### config.mk
export PLATFORM = sky130hd
export DESIGN_NAME = s_mem_verify_fsm
export DESIGN_NICKNAME = d
export VERILOG_FILES = /design/src/rtl/s_mem_pkg.sv /design/src/rtl/s_mem_read_pipe.sv /design/src/rtl/s_mem_verify_fsm.sv
export SDC_FILE = /design/constraint.sdc
export NUM_CORES = 1
export LEC_CHECK = 0
export ABC_AREA = 1
export CAP_MARGIN = 20
export CORE_MARGIN = 5
export CORE_UTILIZATION = 30
export DETAILED_ROUTE_END_ITERATION = 7
export DONT_BUFFER_PORTS = 1
export PLACE_DENSITY = 0.47
export SETUP_SLACK_MARGIN = 0.3
export SYNTH_ARGS = -nofsm -noshare
export SYNTH_HDL_FRONTEND = slang
export SYNTH_SLANG_ARGS = --single-unit
export TNS_END_PERCENT = 1
### constraint.sdc
create_clock -name clk -period 2.6 [get_ports clk]
set_input_delay 0.52 -clock clk [delete_from_list [all_inputs] [get_ports clk]]
set_output_delay 0.52 -clock clk [all_outputs]
set_load 0.05 [all_outputs]
### src/rtl/s_mem_pkg.sv
// Shared types and constants for the RC4 S-memory init/verify blocks.
// Latency: n/a (declarations only).
// Backpressure: n/a.
package s_mem_pkg;

  localparam int S_DEPTH = 256;
  localparam int S_AW    = 8;

  localparam int CHK_IDENTITY = 0;
  localparam int CHK_PERMUTE  = 1;

  typedef enum logic [1:0] {
    IDLE  = 2'd0,
    READ  = 2'd1,
    DRAIN = 2'd2,
    DONE  = 2'd3
  } state_t;

endpackage

### src/rtl/s_mem_read_pipe.sv
// Valid/address tag delay line that pairs each issued read with its returning RAM data.
// Latency: DEPTH clocks from in_vld/in_addr to out_vld/out_addr.
// Backpressure: none; shifts every clock.
module s_mem_read_pipe
  import s_mem_pkg::*;
#(
  parameter int DEPTH = 2
) (
  input  logic            clk,
  input  logic            reset,
  input  logic            in_vld,
  input  logic [S_AW-1:0] in_addr,
  output logic            out_vld,
  output logic [S_AW-1:0] out_addr
);

  logic [DEPTH-1:0] vld_q;
  logic [S_AW-1:0]  addr_q [DEPTH];

  // Shift the tag one stage per clock; reset drops any in-flight reads.
  always_ff @(posedge clk or negedge reset) begin
    if (!reset) begin
      vld_q <= '0;
      for (int i = 0; i < DEPTH; i++) addr_q[i] <= '0;
    end else begin
      vld_q[0]  <= in_vld;
      addr_q[0] <= in_addr;
      for (int i = 1; i < DEPTH; i++) begin
        vld_q[i]  <= vld_q[i-1];
        addr_q[i] <= addr_q[i-1];
      end
    end
  end

  assign out_vld  = vld_q[DEPTH-1];
  assign out_addr = addr_q[DEPTH-1];

endmodule

### src/rtl/s_mem_verify_fsm.sv
// Sweeps the 256-word S RAM and checks identity fill or permutation; optional first-error
// capture under S_MEM_VERIFY_CAPTURE_EN. Latency: done rises 257+READ_LATENCY clocks after start.
// Backpressure: none; start is ignored while busy, read port is driven every clock of the sweep.
module s_mem_verify_fsm
  import s_mem_pkg::*;
#(
  parameter int READ_LATENCY = 1,
  parameter int CHECK_MODE   = 0
) (
  input  logic            clk,
  input  logic            reset,
  input  logic            start,
  input  logic [7:0]      q,
  output logic [7:0]      address,
  output logic            rden,
  output logic            wren,
  output logic            busy,
  output logic            done,
  output logic            pass,
  output logic [8:0]      err_count
`ifdef S_MEM_VERIFY_CAPTURE_EN
  ,
  output logic            first_err_valid,
  output logic [7:0]      first_err_addr,
  output logic [7:0]      first_err_data
`endif
);

  localparam bit         PERMUTE    = (CHECK_MODE == CHK_PERMUTE);
  localparam logic [1:0] DRAIN_LAST = 2'(READ_LATENCY);

  state_t             state_q, state_d;
  logic [S_AW-1:0]    address_d;
  logic               rden_d, busy_d, done_d, pass_d;
  logic [1:0]         drain_cnt, drain_cnt_d;
  logic               start_acc;

  logic               chk_vld;
  logic [S_AW-1:0]    chk_addr;
  logic               word_err;
  logic [S_DEPTH-1:0] seen;

  // The RAM is never written by this block.
  assign wren = 1'b0;

  // State and registered outputs.
  always_ff @(posedge clk or negedge reset) begin
    if (!reset) begin
      state_q   <= IDLE;
      address   <= '0;
      rden      <= 1'b0;
      busy      <= 1'b0;
      done      <= 1'b0;
      pass      <= 1'b0;
      drain_cnt <= '0;
    end else begin
      state_q   <= state_d;
      address   <= address_d;
      rden      <= rden_d;
      busy      <= busy_d;
      done      <= done_d;
      pass      <= pass_d;
      drain_cnt <= drain_cnt_d;
    end
  end

  // Next-state and next-output decode; the last address is issued once, then we drain.
  always_comb begin
    state_d     = state_q;
    address_d   = address;
    rden_d      = rden;
    busy_d      = busy;
    done_d      = done;
    pass_d      = pass;
    drain_cnt_d = drain_cnt;
    start_acc   = 1'b0;
    case (state_q)
      IDLE, DONE: begin
        if (start) begin
          start_acc = 1'b1;
          state_d   = READ;
          address_d = '0;
          rden_d    = 1'b1;
          busy_d    = 1'b1;
          done_d    = 1'b0;
          pass_d    = 1'b0;
        end
      end
      READ: begin
        if (address == 8'd255) begin
          state_d     = DRAIN;
          rden_d      = 1'b0;
          drain_cnt_d = '0;
        end else begin
          address_d = address + 8'd1;
        end
      end
      DRAIN: begin
        // The final tag leaves the pipe one edge before this count expires.
        if (drain_cnt == DRAIN_LAST) begin
          state_d = DONE;
          busy_d  = 1'b0;
          done_d  = 1'b1;
          pass_d  = (err_count == 9'd0);
        end else begin
          drain_cnt_d = drain_cnt + 2'd1;
        end
      end
      default: state_d = IDLE;
    endcase
  end

  // Tags are launched with the address as it is registered, so they align with q.
  s_mem_read_pipe #(
    .DEPTH (READ_LATENCY + 1)
  ) u_read_pipe (
    .clk      (clk),
    .reset    (reset),
    .in_vld   (rden_d),
    .in_addr  (address_d),
    .out_vld  (chk_vld),
    .out_addr (chk_addr)
  );

  // Per-word comparison against the tagged address or the seen bitmap.
  always_comb begin
    word_err = 1'b0;
    if (chk_vld) begin
      if (PERMUTE) word_err = seen[q];
      else         word_err = (q != chk_addr);
    end
  end

  // Error counter and seen bitmap; both restart on each accepted start.
  always_ff @(posedge clk or negedge reset) begin
    if (!reset) begin
      err_count <= '0;
      seen      <= '0;
    end else if (start_acc) begin
      err_count <= '0;
      seen      <= '0;
    end else if (chk_vld) begin
      if (PERMUTE) seen[q] <= 1'b1;
      if (word_err) err_count <= err_count + 9'd1;
    end
  end

`ifdef S_MEM_VERIFY_CAPTURE_EN
  // Latch the first failing word of the sweep.
  always_ff @(posedge clk or negedge reset) begin
    if (!reset) begin
      first_err_valid <= 1'b0;
      first_err_addr  <= '0;
      first_err_data  <= '0;
    end else if (start_acc) begin
      first_err_valid <= 1'b0;
      first_err_addr  <= '0;
      first_err_data  <= '0;
    end else if (word_err && !first_err_valid) begin
      first_err_valid <= 1'b1;
      first_err_addr  <= chk_addr;
      first_err_data  <= q;
    end
  end
`endif

endmodule
# Word-level counts from Yosys, hierarchy flattened
# Index checks and enable logic that the tools add are counted.
# word_totals
regBits	35
inputBits	11
word_cells	64
out_inout_bits	22
# classes
n_eq_ne	11
n_addsub	3
mux	27
n_reduce_logical	13
# op_table
op	n
9-bit 2-to-1 mux	3
8-bit 2-to-1 mux	2
8-bit one-hot mux with 2 select lines	1
3-bit AND reduction	4
1-bit 2-to-1 mux	10
2-bit 2-to-1 mux	5
2-bit inequality test (second input constant)	5
2-bit nonzero test	5
9-bit by 1-bit adder with 9-bit output (second input constant)	1
9-bit zero test	1
8-bit by 1-bit adder with 8-bit output (second input constant)	1
8-bit == test (second input constant)	1
8-bit inequality test	1
1-bit one-hot mux with 2 select lines	4
2-bit one-hot mux with 3 select lines	1
2-bit by 1-bit == test with 1-bit output (second input constant)	2
2-bit == test (second input constant)	2
2-bit one-hot mux with 2 select lines	1
2-bit by 1-bit adder with 2-bit output (second input constant)	1
2-bit zero test	1
2-bit AND reduction	1
2-bit OR reduction	1

# Longest topological paths before layout
# logic_depth
depth_word	5
ltp_mapped	10

# By module
# A second synthesis with hierarchy kept.
# unflattened
hier_cells	254
hier_area_um2	2198.4
# modules_own_cells
mod	cells_per_inst	seq_area_each_um2	area_per_inst_um2	n_inst
s_mem_verify_fsm	228	625.6	1687.9	1
s_mem_read_pipe	26	450.4	510.5	1

# Worst setup path before layout
# No wires, ideal clock.
# synth_timing
path_type	reg2reg
from	reg u_read_pipe.addr_q[9] (netlist name)
to	reg u_read_pipe.addr_q[13] (netlist name)
path_stages_with_launch	8
path_buffers	1
setup_slack_ns	0.892
setup_ns	0.128
arrival_ns	1.580
required_ns	2.472
cell_sequence	dfrtp_1 ha_1 nand2_2 nor2_2 nand3_2 nand3_4 buf_12 o21ai_0
# synth_lines
element	line	rtl
to (signal, indexed assignment)	s_mem_read_pipe.sv:30	addr_q[i] <= addr_q[i-1];
to (decl)	s_mem_read_pipe.sv:18	logic [S_AW-1:0] addr_q [DEPTH];

==> results list <==
- Worst-path clk slew: 0.07 ns
* Width of the die: 91.2 µm
* Ys async rst share: 100%
- Share of the clock period used by the worst path: 71.0%
- The worst setup path is captured at a flip-flop.
* Worst reg2reg endpoint: u_read_pipe.addr_q[15]$_DFFE_PN0P_
* Ys flop type: sky130_fd_sc_hd__dfrtp_1
* Worst hold path class: input pin to async pin
- Row generation in the floorplan step produced 29 rows.
* Drt first-iter violations: 80
* Headroom to the max-slew limit: 55.7%
- Detailed placement finished with a half-perimeter wire length of 3.01 mm.
* Slack of the worst reg-to-reg path: 0.76 ns
- Counting tap cells, the placed design contains a total of 330 instances.
- Routability-driven placement finished with a final weighted congestion of 0.789.
- Overall power consumption: 2.13 mW
* Cell types with the largest area share after synthesis: sky130_fd_sc_hd__dfrtp_1, sky130_fd_sc_hd__nand2_1, sky130_fd_sc_hd__inv_1
- Via density per instance: 4.62
- Walking the worst path, the cells encountered are ha_1, nand2_2, nor2_2, nand3_2, nand3_4, o21ai_0.
- Fin Clk Skew: 0.00861 ns
- In the final routed layout, each cell accounts on average for 12.4 µm.
- Count of nets left with antenna violations after detail routing: 0
* Number of buffers inserted by port buffering: 0
- Post-layout min period: 1.84 ns
- Clock Sink Count: 34
- Count of state elements after synthesis: 34
* Filler cells: 663
- At the later pin of the worst-skew pair, clock insertion delay measures 0.29 ns.
- For this run, the slowest stage of the critical path takes 0.71 ns.
* Setup_tns: 0 ns
- In this run the number of H-tree levels came out at 2.
- The number of clock buffers added by TritonCTS is 5.
* Floorplan core area: 0.00639 mm²
- Once placement finished, the instance area stood at 0.00209 mm².
- Count of nets after finishing: 279
- Starting utilization of the core area: 31.0%
- CTS Root Buffer Type: sky130_fd_sc_hd__clkbuf_8
- Setup violations remaining at the end of the flow were counted as 0.
- Post-synth net total: 269
- After detailed routing, the number of remaining DRC violations is 0.
- In this run the count of I/O pins placed on the die edge is 33.
- Number of enable-type register cells in the synthesized netlist: 0
- Data arrival at the endpoint of the critical path: 2.01 ns
- Mapped Cells: 251
- Entering global routing, the biggest net connects 35 pins.
- Critical path origin: u_read_pipe.addr_q[8]$_DFFE_PN0P_
* Status: finished, final reports clean
* Initial antenna violation count: 0
- Fin area: 0.00222 mm²
* Library cell occupying the most area in the post-synthesis netlist: sky130_fd_sc_hd__dfrtp_1
- Depth of the worst register-to-register path: 6
- Ratio of cells with drive above 1 in the final layout: 17.6%
* DIE AREA: 0.00832 mm²
- CP Launch Type: flip-flop
- The number of slew-limit violations in the final report was 0.
- Buffers inserted to repair hold after CTS numbered 1.
- Post-place setup slack: 0.746 ns
* Buffers from clock root to sink, at most: 2
- Total Routed Length: 4.19 mm
* Top achievable clock speed: 0.542 GHz
* Synth warnings: 0
- For this design the static power due to leakage is 1.15 nW.
- The final number of hold-violating endpoints was 0.
- For the pin with the worst max-slew slack, the measured transition is 0.665 ns.
- Post-CTS setup buffer count: 0
- Overflow after GRT: 0
- Overall routing resource usage: 10.6%
* Number of iterations in the first detailed-routing pass: 4
* Reg-to-Reg Start: u_read_pipe.addr_q[8]$_DFFE_PN0P_
- Worst Path Class, Setup: flip-flop to flip-flop
* Pwr per Cell Area: 960 mW/mm²
* Inserted Diodes: 0
* Mapped Area: 0.00198 mm²
- TritonCTS built the clock tree.
- Fraction of synthesized cell area taken by the top area cell type: 43.0%
- Setup repair after global routing missed its margin: no
- Number of instances resized during post-cts repair: 0
* Worst voltage drop across the vdd grid: 421 µV
- Die Y: 91.2 µm
* Final standard cell count with taps included and fillers excluded: 339
- The synthesized netlist contains 31 unique library cells.
- Critical path fanouts, max: 16
- Worst endpoint required time: 2.76 ns
- Number of global-route vias before repair: 1,446
- Worst setup slack after layout: 0.755 ns
* Max-cap violation count: 0
- Number of vias after detailed routing: 1,566
* Portion of the post-synthesis area used by sequential elements: 43.0%
* Area growth from synthesis to layout: 12.1%
- The first global-routing pass estimated 7.27 mm of wire.
- The slowest stage of the critical path is the sky130_fd_sc_hd__dfrtp_1 cell.
- Avg Synthesized Cell Area: 7.88 µm²
## cells in the mapped netlist, types with 3 or more instances
cell                       n
sky130_fd_sc_hd__inv_1    38
sky130_fd_sc_hd__xor2_1    3
sky130_fd_sc_hd__nand3_1  21
sky130_fd_sc_hd__nor2_2    3
sky130_fd_sc_hd__nand4_1  15
sky130_fd_sc_hd__nand2_1  72
sky130_fd_sc_hd__nor2_1    9
sky130_fd_sc_hd__xnor2_1   3
sky130_fd_sc_hd__o21ai_0   4
sky130_fd_sc_hd__o21ai_2   5
sky130_fd_sc_hd__dfrtp_1  34
sky130_fd_sc_hd__inv_2     3
sky130_fd_sc_hd__or2_2     3
sky130_fd_sc_hd__o21ai_1   4
sky130_fd_sc_hd__nand2_2  10
sky130_fd_sc_hd__ha_1      7
## worst max-delay path by stage
stage	slack, ns	to
2_1_floorplan	0.89	u_read_pipe.addr_q[13]$_DFFE_PN0P_
3_3_place_gp	0.78	u_read_pipe.addr_q[15]$_DFFE_PN0P_
3_5_place_dp	0.75	u_read_pipe.addr_q[15]$_DFFE_PN0P_
4_1_cts	0.73	u_read_pipe.addr_q[15]$_DFFE_PN0P_
5_1_grt	0.62	u_read_pipe.addr_q[15]$_DFFE_PN0P_
6_report	0.76	u_read_pipe.addr_q[15]$_DFFE_PN0P_
## cells in the final DEF, fill, tap and decap left out
cell / instances
sky130_fd_sc_hd__nor2_1: 9
sky130_fd_sc_hd__nor3_4: 1
sky130_fd_sc_hd__inv_2: 3
sky130_fd_sc_hd__o21ai_1: 4
sky130_fd_sc_hd__a21oi_2: 1
sky130_fd_sc_hd__xnor2_1: 3
sky130_fd_sc_hd__conb_1: 1
sky130_fd_sc_hd__ha_1: 7
sky130_fd_sc_hd__nand4_1: 15
sky130_fd_sc_hd__nand2_1: 72
sky130_fd_sc_hd__clkbuf_8: 8
sky130_fd_sc_hd__o211ai_1: 1
sky130_fd_sc_hd__nand3b_1: 1
sky130_fd_sc_hd__nor4_1: 1
sky130_fd_sc_hd__buf_12: 1
sky130_fd_sc_hd__nor2_2: 3
sky130_fd_sc_hd__nand2_2: 10
sky130_fd_sc_hd__buf_4: 8
sky130_fd_sc_hd__or2_4: 1
sky130_fd_sc_hd__nand3_1: 21
sky130_fd_sc_hd__nand3_2: 1
sky130_fd_sc_hd__o21ai_2: 5
sky130_fd_sc_hd__or2_2: 3
sky130_fd_sc_hd__dfrtp_1: 34
sky130_fd_sc_hd__nand3_4: 1
sky130_fd_sc_hd__inv_1: 38
sky130_fd_sc_hd__xor2_1: 3
sky130_fd_sc_hd__o21ai_0: 4
sky130_fd_sc_hd__a31oi_1: 2
## per-layer routing
| metal | global-route usage [%] | up-vias | routed length [µm] |
|---|---|---|---|
| li1 | - | 815 | - |
| met1 | 14.8 | 721 | 2140 |
| met2 | 15.4 | 24 | 1760 |
| met3 | 3.72 | 6 | 230 |
| met4 | 3.30 | 0 | 64 |
| met5 | 0 | - | 0 |
## worst max-delay path: cells and delay by family, from the launching register on
kind	cells	cell delay [ns]
fa+ha+maj	1	0.27
simple gates	4	0.61
compound gates	1	0.12
flops	1	0.71
## where the power goes
part | internal, mW | switching (mW)
registers | 0.627 | 0.256
logic | 0.251 | 0.531
clock network | 0.268 | 0.195
total | 1.15 | 0.983
## logic make-up after synthesis
logic type	after synthesis	synth area share (%)
adder cells (fa/ha/maj)	7	4.43
XOR/XNOR	6	2.66
AND/OR/NAND/NOR	139	33.8
flip-flops	34	43.0
AO/OA/AOI/OAI	17	5.69
other	1	0.190
buffers and inverters	47	10.2
## metrics by stage
stage	util [%]	hold WS [ns]
after floorplan	-	0.224
after global placement	32.7	0.226
after detailed placement	32.7	0.226
after CTS	34.7	0.0592
after global routing	34.7	0.0661
final	34.7	0.0598
## registers in the layout (all words and copies together), names as in the netlist, named ones only
register,flops
err_count,9
u_read_pipe.addr_q,8
u_read_pipe.out_addr,8
drain_cnt,2
state_q,2
busy,1
done,1
pass,1
u_read_pipe.vld_q,1
## final cells by class
| class | instances | area, µm² | share of cell area [%] |
|---|---|---|---|
| repair buffers | 9 | 80.1 | 3.61 |
| multi-input cells | 170 | 926 | 41.8 |
| clock buffers | 8 | 110 | 4.97 |
| inverters | 41 | 154 | 6.94 |
| well taps | 77 | 96.3 | 4.35 |
| flip-flops and latches | 34 | 851 | 38.4 |
Note: power is estimated with default switching activity, not from simulation.
